===== src/rtl/program_loader.sv =====
// Boot-time loader: receives a framed byte stream (length, payload, checksum)
// from the host, writes the payload to memory and holds the CPU until a good load.
module program_loader #(
    parameter logic [7:0]  BASE_ADDR      = 8'h00,
    parameter int unsigned TIMEOUT_CYCLES = 1023
) (
    input  logic       clk,
    input  logic       reset,
    input  logic       start,
    input  logic [7:0] in_data,
    input  logic       in_valid,
    output logic       in_ready,
    output logic       mem_we,
    output logic [7:0] mem_addr,
    output logic [7:0] mem_wdata,
    output logic       cpu_hold,
    output logic       load_done,
    output logic       load_error
);

    typedef enum logic [2:0] {
        IDLE,
        LEN,
        DATA,
        CHECK,
        DONE,
        ERROR
    } state_t;

    // Idle counter only needs to reach TIMEOUT_CYCLES-1 before the limit edge.
    localparam int unsigned IW = (TIMEOUT_CYCLES > 1) ? $clog2(TIMEOUT_CYCLES) : 1;
    localparam logic [IW-1:0] IDLE_LIMIT = IW'(TIMEOUT_CYCLES - 1);

    state_t        state;
    state_t        stateNext;
    logic [8:0]    remaining;
    logic [7:0]    acc;
    logic [7:0]    wrAddr;
    logic [IW-1:0] idleCnt;

    logic       loading;
    logic       xfer;
    logic       timedOut;
    logic [7:0] checkSum;

    assign loading  = (state == LEN) || (state == DATA) || (state == CHECK);
    assign xfer     = in_valid && loading;
    assign timedOut = (TIMEOUT_CYCLES != 0) && loading && !xfer && (idleCnt == IDLE_LIMIT);
    assign checkSum = acc + in_data;

    assign in_ready   = loading;
    assign cpu_hold   = (state != DONE);
    assign load_done  = (state == DONE);
    assign load_error = (state == ERROR);

    always_comb begin
        stateNext = state;
        case (state)
            IDLE:    if (start) stateNext = LEN;
            LEN:     if (xfer) stateNext = DATA;
            DATA:    if (xfer && remaining == 9'd1) stateNext = CHECK;
            CHECK:   if (xfer) stateNext = (checkSum == 8'h00) ? DONE : ERROR;
            DONE:    if (start) stateNext = LEN;
            ERROR:   if (start) stateNext = LEN;
            default: stateNext = IDLE;
        endcase
        // A transfer on the limit cycle suppresses timedOut, so it wins.
        if (timedOut) stateNext = ERROR;
    end

    always_ff @(posedge clk) begin
        if (reset) begin
            state     <= IDLE;
            remaining <= '0;
            acc       <= '0;
            wrAddr    <= BASE_ADDR;
            idleCnt   <= '0;
            mem_we    <= 1'b0;
            mem_addr  <= BASE_ADDR;
            mem_wdata <= '0;
        end else begin
            state  <= stateNext;
            mem_we <= 1'b0;

            if (!loading || xfer) begin
                idleCnt <= '0;
            end else begin
                idleCnt <= idleCnt + 1'b1;
            end

            if (xfer) begin
                case (state)
                    LEN: begin
                        remaining <= (in_data == 8'h00) ? 9'd256 : {1'b0, in_data};
                        acc       <= in_data;
                        wrAddr    <= BASE_ADDR;
                    end
                    DATA: begin
                        acc       <= acc + in_data;
                        remaining <= remaining - 9'd1;
                        wrAddr    <= wrAddr + 8'd1;
                        mem_we    <= 1'b1;
                        mem_addr  <= wrAddr;
                        mem_wdata <= in_data;
                    end
                    default: ;
                endcase
            end
        end
    end

endmodule


===== config.mk =====
export PLATFORM = sky130hd
export DESIGN_NAME = program_loader
export DESIGN_NICKNAME = d
export VERILOG_FILES = /design/src/rtl/program_loader.sv
export SDC_FILE = /design/constraint.sdc
export NUM_CORES = 1
export LEC_CHECK = 0
export CORE_ASPECT_RATIO = 2
export CORE_UTILIZATION = 50
export CTS_CLUSTER_SIZE = 28
export DETAILED_ROUTE_END_ITERATION = 6
export GPL_TIMING_DRIVEN = 0
export PLACE_DENSITY = 0.84
export SLEW_MARGIN = 0
export SYNTH_ARGS = -nofsm -noshare
export SYNTH_HDL_FRONTEND = slang
export SYNTH_SLANG_ARGS = --single-unit

===== constraint.sdc =====
create_clock -name clk -period 2.1 [get_ports clk]
set_input_delay 0.525 -clock clk [delete_from_list [all_inputs] [get_ports clk]]
set_output_delay 0.525 -clock clk [all_outputs]
set_load 0.1 [all_outputs]

==> parameters.txt, run 1 <==
Parameter                              Value

Timing
  Final setup margin ... -26.88 ps
  Actual slew at the worst max-slew pin ... 962.2 ps
  Fmax achieved ... 470.2 MHz
  Worst clock skew ... 7.366 ps
  Hold violation total from the final report ... 0
  RSZ-0062 raised after global routing ... yes
  Post-layout min period ... 2127 ps
  Final cycle utilization of the critical path ... 1.013
  Number of slew-limit violations in the final report ... 0
  Setup-failing EPs final ... 1
  Rel. slew slack ... 0.3611

Run
  Max Cap Viol ... 0

Worst setup path
  CP arrival ... 2310 ps
  Element type at the critical path end ... register
  Highest net fanout along the worst path ... 6
  Category of the most critical setup path ... input pin to register
  Critical path required time ... 2280 ps
  Launching element type of the critical path ... input pin

Routing
  Total via count in the routed design ... 2854
  Routed wire per std cell ... 16.18 µm
  Count of nets left with antenna violations after detail routing ... 0
  Iter 0 DRT Violations ... 166
  Aggregate routed wire length ... 7604 µm
  Post-route DRC ... 0
  First-pass iteration count of the detailed router ... 5
  Average vias per placed instance ... 6.072

GRT
  Maximum number of pins on one net before global-route repair ... 19
  Number of antenna violations at the first check in global routing ... 0
  Wire length of the first global-routing pass ... 12630 µm
  Total GRT Usage ... 0.2606
  Remaining global-route overflow ... 0
  Via count of the first global-routing pass ... 2817

Yosys
  Most used DFF post-synth ... sky130_fd_sc_hd__dfxtp_1
  Multiplexer share of the synthesized area ... 0.006855
  Net Count, Synth ... 395
  Synthesis-stage register bit count ... 55
  Portion of the post-synthesis area used by sequential elements ... 0.3770
  Synthesized cell area ... 0.002920 mm²
  Largest family of logic cells by synthesized area ... simple AND/OR/NAND/NOR gates
  Simple-gate portion of the synthesized area ... 0.2682
  Unique cell type count in the Yosys netlist ... 52
  Post-synthesis compound-gate area fraction ... 0.2027
  Fraction of the mapped netlist area in adder cells ... 0.05827
  Average size of a mapped cell ... 7.893 µm²
  Mapped Cells ... 370
  Fraction of registers with async set/reset ... 0
  Number of synthesized flops with an enable pin ... 0
  Xor/xnor cell area share of the yosys netlist ... 0.03899
  Synth Warn # ... 0

Pwr
  Switching component of the power ... 1.917 mW
  VDD IR max ... 0.0009620 V
  Part of the power in the clock network ... 0.198
  Cell-internal power ... 2.361 mW
  Relative contribution of sequential cells to total power ... 0.315
  Power density normalized to cell area ... 1222 mW/mm²
  Final Total Pwr ... 4.278 mW
  Combinational share of power ... 0.488
  Standby leakage power ... 1.349 nW
  Net Sw Frac ... 0.4480

Cells and area
  Synth-to-Final Area Change ... 19.84%
  Net total in the final layout ... 433
  Fill cell total of the finished layout ... 516
  Count of inserted antenna diode cells ... 0
  Share of final-layout standard cells stronger than drive strength 1 ... 0.09535

Run status
  Violations in the final reports ... setup timing
  Run status ... finished with violations

Clocking
  TritonCTS clock tree ... done
  Clock edge transition at the registers on the reported setup and hold paths ... 70 ps
  Post-CTS setup repair buffer count ... 0
  Num Clock Sinks ... 55
  Root buf cell ... sky130_fd_sc_hd__clkbuf_16
  Clk Latency, worst-skew pair ... 300 ps
  Bufs on Longest Clock Path ... 2
  Hold buffer count at cts ... 0
  H-tree depth ... 2
  Number of clock buffers inserted by TritonCTS ... 5

Place
  DP Wirelength ... 5526 µm
  DP Worst Slack ... -855.6 ps
  Routability-driven placement congestion ratio ... 0.8754
  Count of input and output buffers ... 31

Floorplan
  Full die area ... 0.006169 mm²
  Core footprint ... 0.005660 mm²
  Num ports ... 33
  Height of the die ... 110.1 µm
  Die X-Extent ... 56.04 µm
  Row count ... 39
  Initial Util ... 0.5159

Hold path
  Min-delay worst type ... register to register
-- path summary, 6_finish.rpt --
path	start	end	slack (ps)	cells past startpoint
setup / recovery	in_data[1]	state[0]	-30	6
setup reg to reg	acc[0]	state[0]	-20	6
hold / removal	mem_addr[4]	mem_addr[4]	450	2
hold reg to reg	mem_addr[4]	mem_addr[4]	450	2
-- registers in the layout, indices dropped and copies added, names as in the netlist --
name       cells
remaining      9
acc            8
wrAddr         8
state          3
mem_addr       8
mem_we         1
mem_wdata      8
idleCnt       10
-- cell usage in the layout, fill, tap and decap left out, types with 6 or more instances in the layout --
| cell | count |
|---|---|
| sky130_fd_sc_hd__inv_1 | 8 |
| sky130_fd_sc_hd__xor2_1 | 10 |
| sky130_fd_sc_hd__nor3_1 | 6 |
| sky130_fd_sc_hd__a31oi_1 | 7 |
| sky130_fd_sc_hd__dlygate4sd2_1 | 21 |
| sky130_fd_sc_hd__buf_2 | 10 |
| sky130_fd_sc_hd__nand3_1 | 10 |
| sky130_fd_sc_hd__nor2_1 | 38 |
| sky130_fd_sc_hd__clkbuf_1 | 10 |
| sky130_fd_sc_hd__nor2b_1 | 6 |
| sky130_fd_sc_hd__a21oi_1 | 38 |
| sky130_fd_sc_hd__and3_1 | 6 |
| sky130_fd_sc_hd__nor3b_1 | 10 |
| sky130_fd_sc_hd__o21ai_0 | 22 |
| sky130_fd_sc_hd__dfxtp_1 | 55 |
| sky130_fd_sc_hd__ha_1 | 7 |
| sky130_fd_sc_hd__nand2_1 | 60 |
-- cell families (layout without fill, tap and decap cells) --
kind of cell | after synthesis | in the layout
buffers and inverters | 29 | 68
AO/OA/AOI/OAI | 97 | 97
AND/OR/NAND/NOR | 161 | 161
adder cells (fa/ha/maj) | 13 | 13
XOR/XNOR | 13 | 13
flip-flops | 55 | 55
multiplexers | 2 | 2
-- routing by layer --
metal,up-vias,GRT usage,part of all wire
li1,1380,-,-
met1,1362,0.2507,0.36
met2,84,0.4872,0.55
met3,28,0.05018,0.038
met4,0,0.1847,0.050
met5,-,0,0
-- synthesized netlist by cell type (5+ instances only) --
cell type                   n  area share
sky130_fd_sc_hd__a311oi_1   5       0.015
sky130_fd_sc_hd__clkbuf_1  10       0.013
sky130_fd_sc_hd__nor2b_1    6       0.013
sky130_fd_sc_hd__nor2_1    38       0.049
sky130_fd_sc_hd__a31oi_1    8       0.017
sky130_fd_sc_hd__nand2_1   61       0.078
sky130_fd_sc_hd__nand3_1   10       0.017
sky130_fd_sc_hd__a21oi_1   38       0.065
sky130_fd_sc_hd__nor3b_1   10       0.026
sky130_fd_sc_hd__and3_1     6       0.013
sky130_fd_sc_hd__nor3_1     6       0.010
sky130_fd_sc_hd__buf_2      7       0.012
sky130_fd_sc_hd__dfxtp_1   55        0.38
sky130_fd_sc_hd__xor2_1    10       0.030
sky130_fd_sc_hd__o21ai_0   22       0.038
sky130_fd_sc_hd__inv_1      9       0.012
sky130_fd_sc_hd__ha_1      12       0.051
-- repair_timing --
action	4_1_cts	5_1_grt
endpoints found under the hold margin	0	0
endpoints found under the setup margin	27	6
gates resized for setup	55	7
-- critical path, cell delays in order --
cell and delay (ps):
sky130_fd_sc_hd__clkdlybuf4s15_2 250, sky130_fd_sc_hd__fa_2 500, sky130_fd_sc_hd__or4_1 550, sky130_fd_sc_hd__a41oi_2 170, sky130_fd_sc_hd__nor4b_2 200, sky130_fd_sc_hd__a31oi_1 100
-- power by group through the flow --
| stage | clock network (mW) | logic [mW] | registers [mW] |
|---|---|---|---|
| final | 0.845 | 2.09 | 1.35 |
| after CTS | 0.854 | 2.02 | 1.34 |
| after global placement | 0 | 1.93 | 1.35 |
| after floorplan | 0 | 1.39 | 1.44 |
| after global routing | 0.891 | 2.27 | 1.37 |
| after detailed placement | 0 | 1.97 | 1.35 |
-- metrics by stage --
step             util  area, µm²  setup TNS (ps)  hold WS, ps  cells
3_3_place_gp   0.5862       3318           -6003        440.8    462
5_1_grt        0.6183       3500          -95.15        478.7    470
4_1_cts        0.6158       3486          -15.74        454.7    470
6_report       0.6183       3500          -26.88        451.9    470
3_5_place_dp   0.5862       3318           -6948        447.2    462
2_1_floorplan       -       2932          -66.90        445.0    370
-- area by class of cell --
| class | count | area (µm²) | share of cell area |
|---|---|---|---|
| Timing Repair Buffer | 31 | 265.3 | 0.07580 |
| Clock buffer | 5 | 125.1 | 0.03575 |
| Inverter | 9 | 37.54 | 0.01073 |
| Tap cell | 61 | 76.32 | 0.02181 |
| Sequential cell | 55 | 1101 | 0.3146 |
| Clock inverter | 3 | 22.52 | 0.006435 |
| Multi-Input combinational cell | 286 | 1765 | 0.5045 |
| Buffer | 20 | 106.4 | 0.03039 |
(Power assumes the default switching activity.)
==> run 2, diff against run 1 <==
- TNS_END_PERCENT: unset -> 100
==> results of run 2 <==
Final layout, timing and power as in run 1 (identical DEF).
